`src/rtl/flag_register.sv`:
```
// N/Z/V flag register feeding the branch condition evaluator.
// Flags update only on an unstalled commit in RUN; a committed HLT freezes everything until reset.
module flag_register #(
  parameter int DW = 16
) (
  input  logic          clk,
  input  logic          rst_n,
  input  logic          commit,
  input  logic          stall,
  input  logic [3:0]    opcode,
  input  logic [DW-1:0] alu_a,
  input  logic [DW-1:0] alu_b,
  input  logic [DW-1:0] alu_raw,
  input  logic [DW-1:0] alu_out,
  output logic [2:0]    FLAG,
  output logic [2:0]    flag_next,
  output logic          halted
);

  typedef enum logic [0:0] {
    RUN  = 1'b0,
    HALT = 1'b1
  } state_t;

  localparam logic [3:0] OP_ADD = 4'b0000;
  localparam logic [3:0] OP_SUB = 4'b0001;
  localparam logic [3:0] OP_XOR = 4'b0010;
  localparam logic [3:0] OP_SLL = 4'b0100;
  localparam logic [3:0] OP_SRA = 4'b0101;
  localparam logic [3:0] OP_ROR = 4'b0110;
  localparam logic [3:0] OP_HLT = 4'b1111;

  state_t     state_r;
  state_t     state_next_s;
  logic [2:0] flag_r;
  logic [2:0] flag_next_s;
  logic       halted_r;
  logic       upd_s;
  logic       zero_s;
  logic       v_add_s;
  logic       v_sub_s;

  // Overflow comes from the wrap-around result so saturation cannot mask it.
  always_comb begin
    upd_s   = (state_r == RUN) & commit & ~stall;
    zero_s  = (alu_out == {DW{1'b0}});
    v_add_s = (alu_a[DW-1] == alu_b[DW-1]) & (alu_raw[DW-1] != alu_a[DW-1]);
    v_sub_s = (alu_a[DW-1] != alu_b[DW-1]) & (alu_raw[DW-1] != alu_a[DW-1]);
  end

  // Next-state and next-flag decode; unknown opcodes fall to "no change".
  always_comb begin
    state_next_s = state_r;
    flag_next_s  = flag_r;
    if (upd_s) begin
      case (opcode)
        OP_ADD: flag_next_s = {v_add_s, zero_s, alu_out[DW-1]};
        OP_SUB: flag_next_s = {v_sub_s, zero_s, alu_out[DW-1]};
        OP_XOR, OP_SLL, OP_SRA, OP_ROR: flag_next_s[1] = zero_s;
        OP_HLT: state_next_s = HALT;
        default: flag_next_s = flag_r;
      endcase
    end else begin
      flag_next_s = flag_r;
    end
  end

  // State, flag and halted registers.
  always_ff @(posedge clk or negedge rst_n) begin
    if (!rst_n) begin
      state_r  <= RUN;
      flag_r   <= 3'b000;
      halted_r <= 1'b0;
    end else begin
      state_r  <= state_next_s;
      flag_r   <= flag_next_s;
      halted_r <= (state_next_s == HALT);
    end
  end

  assign FLAG      = flag_r;
  assign flag_next = flag_next_s;
  assign halted    = halted_r;

endmodule

```
`config.mk`:
```
export PLATFORM = sky130hd
export DESIGN_NAME = flag_register
export DESIGN_NICKNAME = d
export VERILOG_FILES = /design/src/rtl/flag_register.sv
export SDC_FILE = /design/constraint.sdc
export NUM_CORES = 1
export LEC_CHECK = 0
export BUFFER_PORTS_ARGS = -buffer_cell sky130_fd_sc_hd__buf_2
export CAP_MARGIN = 5
export CORE_MARGIN = 3
export CORE_UTILIZATION = 19
export DETAILED_ROUTE_END_ITERATION = 6
export GPL_TIMING_DRIVEN = 0
export PLACE_DENSITY = 0.83
export SETUP_SLACK_MARGIN = 0.02
export SLEW_MARGIN = 10
export SYNTH_ARGS = -nofsm -noshare
export SYNTH_HDL_FRONTEND = slang
export SYNTH_SLANG_ARGS = --single-unit
```
`constraint.sdc`:
```
create_clock -name clk -period 3.3 [get_ports clk]
set_input_delay 0.33 -clock clk [delete_from_list [all_inputs] [get_ports clk]]
set_output_delay 0.33 -clock clk [all_outputs]
set_load 0.005 [all_outputs]
```
[Word-level counts from Yosys, hierarchy flattened]
Cells that the tools add are included.
Storage, ports and cells
  output and inout port bits: 7
  logic and storage cells: 26
  bits in registers: 4
Cells by class
  equal/unequal tests: 9
  bitwise gates (word level): 6
  reductions and logical operators: 5
  mux-type cells: 4
Operators with widths (count)
  logical NOT 16 bit: 1
  == test 4 x 3 -> 1 bit, second input constant: 3
  OR reduction 6 bit: 1
  AND 1 bit: 4
  == test 4 x 1 -> 1 bit, second input constant: 1
  == test 4 x 2 -> 1 bit, second input constant: 1
  == test 4 bit, second input constant: 1
  logical NOT 4 bit: 1
  two-way mux 3 bit: 1
  two-way mux 1 bit: 2
  inequality test 1 bit: 2
  NOT 1 bit: 2
  case mux 1 bit (2 select lines): 1
  AND reduction 2 bit: 1
  OR reduction 2 bit: 1
  == test 1 bit: 1

[Depth between registers and ports, before layout]
Gate-level depths: netlist (run 1).
  word-level depth: 4
  mapped depth: 4
  mapped depth without buffers: 4

[Least setup slack after synthesis (run 1)]
Ideal clock, no wire load.
  kind: register to output
  start: reg halted (netlist name)
  end: out flag_next[0]
  cell stages (with the launch flop): 4
  required time: 2970 ps
  path buffers: 0
  setup slack: 1882 ps
  arrival time: 1088 ps
  cell sequence: dfrtp_1 -> nor4b_4 -> nand2_2 -> mux2_4
RTL lines
  end: declaration: RTL line 16  | output logic [2:0] flag_next,

==> results of run 1 <==
==> worst min path at each step <==
stage	startpoint	to	slack (ps)
final	alu_out[15]	FLAG[0]	360
after global routing	opcode[2]	halted	350
after CTS	opcode[2]	halted	360
after detailed placement	rst_n	FLAG[2]	140
after global placement	rst_n	FLAG[0]	140
after floorplan	rst_n	FLAG[0]	30
==> cell families after synthesis <==
| family | after synthesis |
|---|---|
| XOR/XNOR | 1 |
| AND/OR/NAND/NOR | 16 |
| AO/OA/AOI/OAI | 3 |
| flip-flops | 4 |
| multiplexers | 2 |
==> critical path, cell delays in order (launching register included) <==
cell	delay (ps)
dfrtp_1	400
nor4b_4	290
nand2_2	120
mux2_4	310
buf_2	130
==> per-stage QoR <==
| step | power [mW] | cells |
|---|---|---|
| 6_report | 0.173 | 77 |
| 5_1_grt | 0.190 | 77 |
| 4_1_cts | 0.176 | 77 |
| 3_5_place_dp | 0.114 | 73 |
| 3_3_place_gp | 0.113 | 73 |
| 2_1_floorplan | 0.0824 | 26 |
==> cell usage after synthesis, drive strengths merged <==
cell type / number
a31o: 1
dfrtp: 4
mux2: 1
mux2i: 1
nand2: 5
nand4: 1
nor2: 1
nor2b: 3
nor3b: 1
nor4: 4
nor4b: 1
o21ai: 2
xnor2: 1
==> where the power goes <==
part	internal [mW]	switching (mW)	total, mW
logic	0.0318	0.0193	0.0510
registers	0.0570	0.00563	0.0627
clock network	0.0406	0.0187	0.0593
total	0.129	0.0436	0.173
==> cells in the final DEF (no fill, tap or decap), types with 3 or more instances in the layout <==
cell type and n:
clkbuf_4 3, dfrtp_1 4, nor4_1 4, buf_2 33, nand2_1 4, nor2b_1 3
==> flip-flops by register name, indices dropped and copies added, names as in the netlist <==
register  cells
FLAG          3
halted        1
==> layer usage <==
layer  GRT usage  routed length, um
met4      0.0373                  0
met5           0                  0
met1      0.0863                300
met2       0.138                347
met3      0.0678                 99
==> cell type report <==
type / count / area, um^2
repair buffers: 34 / 175
flip-flops and latches: 4 / 100
well taps: 14 / 17.5
fillers: 122 / 712
clock buffers: 3 / 22.5
multi-input cells: 22 / 159
==> flow_summary_export.csv, run 1 <==
group,metric,value,unit
outcome,run_status,"complete, no violations",
global_routing,grt_use_total,0.0883,
sta,finalHoldViolCount,0,
sta,finalSetupViolations,0,
sta,holdWs,364,ps
clock_network,h-tree-depth,1,
cells_and_area,fin_area,474,um^2
floorplanning,start_util,0.218,
setup_path,rrSetupSlack,2060,ps
yosys,synthCells,26,
global_routing,gr-total-overflow,0,
yosys,syn_avg_cell_area,9.96,um^2
yosys,yosys.area.top_type,"dfrtp_1",
setup_path,cp-endpoint,"flag_next[0]",
clock_network,holdBufCountCts,1,
yosys,ys_types,15,
setup_path,cp.required,2970,ps
min_path,holdPathStages,2,
yosys,synthMuxAreaShare,0.0966,
sta,setup_tns,0,ps
placement,port_buffers,33,
clock_network,cts_tree,"done",
yosys,synth_compound_area_frac,0.0725,
route,via_per_inst,4.27,
floorplanning,die_w,42.9,um
route,drc,0,
floorplanning,fp.dieH,42.9,um
setup_path,worst-setup-path-type,"register to output pin",
cells_and_area,fin_util,0.400,
route,dr.pass1.iters,2,
setup_path,end_kind,"output pin",
clock_network,post_cts_resized,0,
yosys,yosysSeqAreaShare,0.386,
global_routing,first_global_vias,331,
yosys,synthesis.nets,98,
run,drv_cap,0,
floorplanning,rows,12,
sta,finalMaxSlewViolations,0,
setup_path,worstRegToRegCells,3,
cells_and_area,nets,137,
clock_network,clk_pin_slew,40,ps
sta,period_needed,1810,ps
global_routing,grt_max_degree,5,
setup_path,critPathLaunch,"halted",
cells_and_area,drive_above_1_share,0.635,
placement,gp_congestion,0.756,
yosys,synth_top_family_by_area,"simple AND/OR/NAND/NOR gates",
route,vias,329,
global_routing,antenna_found_initial,0,
pwr,ir_drop,0.245,mV
placement,place_area,442,um^2
clock_network,clock_latency,230,ps
route,routedWlPerCell,9.70,um
sta,finalCritPeriodShare,0.548,
setup_path,r2r_end,"FLAG[0]",
floorplanning,ios,79,
route,route.antenna.remaining_nets,0,
yosys,synth_warnings,0,
clock_network,cts_buffers,3,
sta,rsz0062_at_grt,"false",
clock_network,cts_setup_buffers,0,
floorplanning,core-area,0.00119,mm^2
cells_and_area,n_antenna_cell,0,
yosys,synth_area_leaders,"dfrtp_1 (39%), nor4_1 (9.7%), nor4b_4 (9.2%)",
sta,timing.fmax,552,MHz
clock_network,clkSinkCount,4,
floorplanning,dieArea,0.00184,mm^2
pwr,leakagePower,0.252,nW
setup_path,cp.arrival,1480,ps
yosys,synth_area,259,um^2
min_path,hp-class,"primary input to register",
clock_network,root_buffer,"clkbuf_4",
yosys,synth_top_area_frac,0.386,
yosys,synthXorXnorAreaFrac,0.0338,
yosys,ys_ff_latch,4,
route,drtIter0Drc,2,
setup_path,cp_max_fo,3,
yosys,synth_fa_ha_area_frac,0,
setup_path,r2r_start,"halted",
sta,max-slew-margin-rel,0.829,
sta,setup_slack,1490,ps
yosys,synth_simple_gate_area_frac,0.411,
cells_and_area,synthToLayoutAreaGrowth,83.1,%
route,totalWireLength,747,um
sta,worst_pin_slew,254,ps
sta,finalClockSkew,0.392,ps
setup_path,crit_path_start_kind,"register",
placement,post-place-ws,1640,ps
pwr,power_density,365,mW/mm^2
clock_network,cts_max_path_buffers,2,
global_routing,grt_pass1_wl,1170,um
Power figures use the tool's default switching activity.
==> run 2, diff against run 1 <==
--- a/config.mk
+++ b/config.mk
@@ -8,10 +8,10 @@
 export BUFFER_PORTS_ARGS = -buffer_cell sky130_fd_sc_hd__buf_2
 export CAP_MARGIN = 5
 export CORE_MARGIN = 3
-export CORE_UTILIZATION = 19
+export CORE_UTILIZATION = 18
 export DETAILED_ROUTE_END_ITERATION = 6
 export GPL_TIMING_DRIVEN = 0
-export PLACE_DENSITY = 0.83
+export PLACE_DENSITY = 0.8
 export SETUP_SLACK_MARGIN = 0.02
 export SLEW_MARGIN = 10
 export SYNTH_ARGS = -nofsm -noshare
==> constraint.sdc (replaced) <==
create_clock -name clk -period 1.8 [get_ports clk]
set_input_delay 0.18 -clock clk [delete_from_list [all_inputs] [get_ports clk]]
set_output_delay 0.18 -clock clk [all_outputs]
set_load 0.005 [all_outputs]
==> flow_summary_export.csv, run 2 (synthesized netlist as in run 1, its figures left out) <==
group,metric,value,unit
cells_and_area,nets,137,
clock_network,clk_pin_slew,40,ps
min_path,hp-class,"primary input to register",
placement,port_buffers,33,
setup_path,cp_max_fo,3,
placement,post-place-ws,371,ps
floorplanning,ios,79,
setup_path,r2r_start,"halted",
route,dr_wl_met2,363,um
route,vias,331,
cells_and_area,final_common_cell,"buf_2",
global_routing,gr-total-overflow,0,
floorplanning,start_util,0.197,
route,route.antenna.remaining_nets,0,
clock_network,post_cts_resized,0,
floorplanning,core-area,0.00132,mm^2
floorplanning,rows,13,
clock_network,cts_max_path_buffers,2,
clock_network,clock_latency,230,ps
pwr,power,318,uW
cells_and_area,synthToLayoutAreaGrowth,83.6,%
setup_path,r2r_end,"FLAG[0]",
cells_and_area,n_antenna_cell,0,
setup_path,rrSetupSlack,560,ps
route,dr_wl_met3,83,um
setup_path,cp.arrival,1480,ps
route,totalWireLength,770,um
setup_path,worstRegToRegCells,3,
global_routing,antenna_found_initial,0,
sta,finalMaxSlewViolations,0,
route,dr.max_layer_used,"met3",
sta,rsz0062_at_grt,"false",
global_routing,grt_pass1_wl,1240,um
clock_network,clkSinkCount,4,
setup_path,end_kind,"output pin",
setup_path,cp-endpoint,"flag_next[0]",
setup_path,cp.depth,4,
sta,timing.fmax,602,MHz
floorplanning,fp.dieH,43.9,um
placement,gp_congestion,0.696,
setup_path,critPathLaunch,"halted",
pwr,leakagePower,0.252,nW
setup_path,cp.required,1620,ps
floorplanning,dieArea,0.00193,mm^2
route,routedWlPerCell,9.87,um
setup_path,crit_path_start_kind,"register",
cells_and_area,drive_above_1_share,0.635,
route,drtIter0Drc,5,
pwr,ir_drop,0.320,mV
clock_network,cts_buffers,3,
outcome,run_status,"complete, no violations",
route,m1WireLength,323,um
clock_network,cts_tree,"done",
sta,finalSetupViolations,0,
cells_and_area,largest_register_ffs,3,
clock_network,h-tree-depth,1,
sta,finalCritPeriodShare,0.923,
sta,worst_pin_slew,268,ps
pwr,power_density,669,mW/mm^2
sta,finalHoldViolCount,0,
run,drv_cap,0,
sta,setup_tns,0,ps
clock_network,root_buffer,"clkbuf_4",
cells_and_area,final_cell_mix,"buf_2 (33), dfrtp_1 (4), nor4_1 (4), nand2_1 (4)",
sta,finalClockSkew,0.300,ps
sta,setup_slack,139,ps
global_routing,first_global_vias,330,
route,drc,0,
clock_network,cts_setup_buffers,0,
setup_path,worst-setup-path-type,"register to output pin",
setup_path,cp_slowest_cell,"dfrtp_1",
setup_path,crit_family,"flip-flops",
sta,max-slew-margin-rel,0.819,
route,dr.pass1.iters,3,
floorplanning,die_w,43.9,um
route,via_per_inst,4.24,
global_routing,grt_max_degree,5,
setup_path,cp_slowest_stage_delay,410,ps
sta,period_needed,1660,ps
global_routing,grt_use_total,0.0893,
setup_path,crit_path_cell_trace,"nor4b_4 -> nand2_2 -> mux2_4 -> buf_2",
setup_path,path_buf_inv,1,
## run 2: worst reg2reg max path, stage by stage (launching register included)
cell     delay, ps
dfrtp_1        410
nor4b_4        290
nand2_2        110
mux2_4         310
## run 2: area by class of cell
cell class	instances	area, um^2
Fill cell	144	842
Multi-Input combinational cell	22	159
Tap cell	15	18.8
Clock buffer	3	22.5
Timing Repair Buffer	34	175
Sequential cell	4	100
## run 2: stage by stage
stage / hold slack (ps) / area, um^2 / utilization / cells
after floorplan: -116 / 259 / - / 26
after global placement: -10.5 / 443 / 0.336 / 74
after detailed placement: -8.55 / 443 / 0.336 / 74
after CTS: 205 / 475 / 0.361 / 78
after global routing: 198 / 475 / 0.361 / 78
final: 209 / 475 / 0.361 / 78
## run 2: worst min path at each step
stage / from / end / slack [ps] / depth (start not counted)
after floorplan: rst_n / FLAG[0] / -120 / 0
after global placement: rst_n / FLAG[0] / -10 / 1
after detailed placement: rst_n / FLAG[0] / -9 / 1
after CTS: opcode[2] / halted / 210 / 2
after global routing: opcode[2] / halted / 200 / 2
final: opcode[2] / halted / 210 / 2
## run 2: repair_timing
action | in CTS | in global routing
hold endpoints to repair | 4 | 0
hold buffers | 1 | 0
endpoints found under the setup margin | 0 | 0
## run 2: routing by layer
metal	vias up	global-route usage
met3	0	0.0498
li1	172	-
met1	142	0.0998
met4	0	0.0361
met2	17	0.140
met5	-	0
## run 2: where the power goes
part	internal [mW]	switching, mW	leakage [nW]	total (mW)
Combinational	0.0583	0.0355	0.188	0.0937
Sequential	0.105	0.0101	0.0509	0.115
Clock	0.0745	0.0352	0.0138	0.110
==> run 3, diff against run 2 <==
--- a/config.mk
+++ b/config.mk
@@ -5,13 +5,15 @@
 export SDC_FILE = /design/constraint.sdc
 export NUM_CORES = 1
 export LEC_CHECK = 0
+export ABC_AREA = 1
 export BUFFER_PORTS_ARGS = -buffer_cell sky130_fd_sc_hd__buf_2
 export CAP_MARGIN = 5
 export CORE_MARGIN = 3
-export CORE_UTILIZATION = 18
+export CORE_UTILIZATION = 22
+export CTS_CLUSTER_DIAMETER = 200
 export DETAILED_ROUTE_END_ITERATION = 6
 export GPL_TIMING_DRIVEN = 0
-export PLACE_DENSITY = 0.8
+export PLACE_DENSITY = 0.78
 export SETUP_SLACK_MARGIN = 0.02
 export SLEW_MARGIN = 10
 export SYNTH_ARGS = -nofsm -noshare
==> flow_summary_export.csv, run 3 <==
group,metric,value,unit
sta,setup_tns,0,ps
sta,finalHoldViolCount,0,
pwr,power,270,uW
sta,finalSetupViolations,0,
setup_path,rrSetupSlack,850,ps
floorplanning,rows,13,
sta,finalCritPeriodShare,0.763,
setup_path,cp.required,1620,ps
route,routedWlPerCell,8.92,um
sta,worst_pin_slew,163,ps
route,dr.pass1.iters,3,
yosys,synth_warnings,0,
yosys,netlist_top_cells_count,"nand2_1 (24), nor2_1 (14), inv_1 (5), dfrtp_1 (4)",
yosys,synth_area_leaders,"dfrtp_1 (28%), nand2_1 (25%), nor2_1 (15%)",
cells_and_area,regArea,100,um^2
sta,period_needed,1370,ps
clock_network,root_buffer,"clkbuf_4",
route,drtIter0Drc,6,
floorplanning,ios,79,
route,totalWireLength,1020,um
clock_network,cts_max_path_buffers,2,
clock_network,clkSinkCount,4,
floorplanning,fp.dieH,46.4,um
route,drc,0,
floorplanning,core-area,0.00142,mm^2
setup_path,crit_path_cell_trace,"inv_1 -> nand3_1 -> o21ai_0 -> nand2_1 -> buf_2",
pwr,clock_power_share,0.420,
sta,rsz0062_at_grt,"false",
setup_path,cp_max_fo,3,
yosys,ys.flop_type,"dfrtp_1",
setup_path,cp_slowest_stage_delay,410,ps
clock_network,clk_pin_slew,40,ps
sta,setup_slack,426,ps
setup_path,crit_path_start_kind,"register",
cells_and_area,drive_above_1_share,0.444,
global_routing,gr-total-overflow,0,
yosys,synth_edf_count,0,
yosys,yosysMostFrequentCell,"nand2_1",
route,route.antenna.remaining_nets,0,
cells_and_area,final_cell_mix,"buf_2 (33), nand2_1 (24), nor2_1 (14), inv_1 (5), dfrtp_1 (4)",
global_routing,grt_use_total,0.0966,
floorplanning,die_w,46.4,um
cells_and_area,n_antenna_cell,0,
run,drv_cap,0,
setup_path,worst-setup-path-type,"register to output pin",
pwr,ir_drop,0.226,mV
global_routing,grt_max_degree,5,
global_routing,first_global_vias,390,
clock_network,cts_buffers,3,
yosys,ys_ff_latch,4,
clock_network,h-tree-depth,1,
yosys,synth-async-reset-ratio,1.00,
pwr,p_sw_frac,0.264,
sta,finalMaxSlewViolations,0,
route,via_per_inst,4.19,
yosys,ys_types,14,
cells_and_area,final_common_cell,"buf_2",
sta,finalClockSkew,3.98,ps
yosys,yosys.area.top_type,"dfrtp_1",
setup_path,cp.arrival,1190,ps
floorplanning,dieArea,0.00215,mm^2
yosys,syn_avg_cell_area,5.79,um^2
clock_network,cts_tree,"done",
placement,port_buffers,33,
cells_and_area,synthToLayoutAreaGrowth,60.3,%
placement,dpl.hpwl,911,um
pwr,power_density,469,mW/mm^2
sta,max-slew-margin-rel,0.891,
clock_network,clock_latency,240,ps
cells_and_area,largest_register_ffs,3,
cells_and_area,multiInputGateArea,229,um^2
yosys,synth_top_area_frac,0.279,
yosys,synthesis.nets,134,
global_routing,grt_pass1_wl,1440,um
placement,post-place-ws,679,ps
yosys,synthCells,62,
min_path,hp-class,"primary input to register",
sta,timing.fmax,728,MHz
pwr,pwr-share-seq,0.336,
setup_path,cp_slowest_cell,"dfrtp_1",
setup_path,end_kind,"output pin",
pwr,leakagePower,0.355,nW
clock_network,post_cts_resized,0,
floorplanning,start_util,0.254,
cells_and_area,nets,173,
cells_and_area,fin_util,0.407,
placement,gp_congestion,0.676,
pwr,p_switching,71.3,uW
pwr,p_comb_frac,0.243,
global_routing,antenna_found_initial,0,
yosys,synth_area,359,um^2
route,vias,478,
pwr,p_int,199,uW
outcome,run_status,"complete, no violations",
cells_and_area,nFillCells,160,
yosys,yosysSeqAreaShare,0.279,
## run 3: final cells by class
| cell class | count | area share |
|---|---|---|
| tap | 15 | 0.0326 |
| inverter | 8 | 0.0522 |
| multi-input combinational | 50 | 0.398 |
| sequential | 4 | 0.174 |
| timing repair buffer | 34 | 0.304 |
| clock buffer | 3 | 0.0391 |
## run 3: timing repair
action,CTS,global route
hold buffers,1,0
buffers inserted,0,0
hold endpoints to repair,4,0
## run 3: logic make-up (layout without fill, tap and decap cells)
kind of cell	Yosys count	in the layout	synth area share
buffers and inverters	8	45	0.0836
AOI/OAI and AO/OA	2	2	0.0278
and+or+nand+nor	47	47	0.585
DFF	4	4	0.279
xor gates and xnor gates	1	1	0.0244
## run 3: worst paths after layout
kind	startpoint	end	cells past startpoint
max in group asynchronous	rst_n	FLAG[0]	2
max reg2reg	halted	FLAG[1]	4
min in group asynchronous	rst_n	FLAG[1]	2
min reg2reg	FLAG[0]	FLAG[0]	2
min	stall	halted	4
max	halted	flag_next[1]	5
## run 3: stage by stage
stage	area, um^2	cells	hold WS, ps
finish	576	114	229
global route	576	114	238
CTS	576	114	221
detailed placement	543	110	-9.15
global placement	543	110	-12.2
floorplan	359	62	-116
## run 3: metal layers
layer  part of all wire  wire (um)  global-route usage  vias up
met3               0.13        133              0.0273        0
met2               0.47        479               0.165       23
met1               0.40        404              0.0995      193
met5                  0          0                   0        -
li1                   -          -                   -      262
met4                  0          0              0.0682        0
## run 3: power groups by stage
stage | logic, mW | registers (mW) | clock network [mW]
3_3_place_gp | 0.0622 | 0.0921 | 0
4_1_cts | 0.0666 | 0.0909 | 0.119
3_5_place_dp | 0.0647 | 0.0921 | 0
2_1_floorplan | 0.0263 | 0.0922 | 0
5_1_grt | 0.0749 | 0.0908 | 0.124
6_report | 0.0658 | 0.0909 | 0.114
## run 3: worst max-delay path, delay by kind of cell (launching register included)
family	cells	cell delay [ps]
simple gates	2	180
flops	1	410
compound gates	1	150
buf+inv	2	210
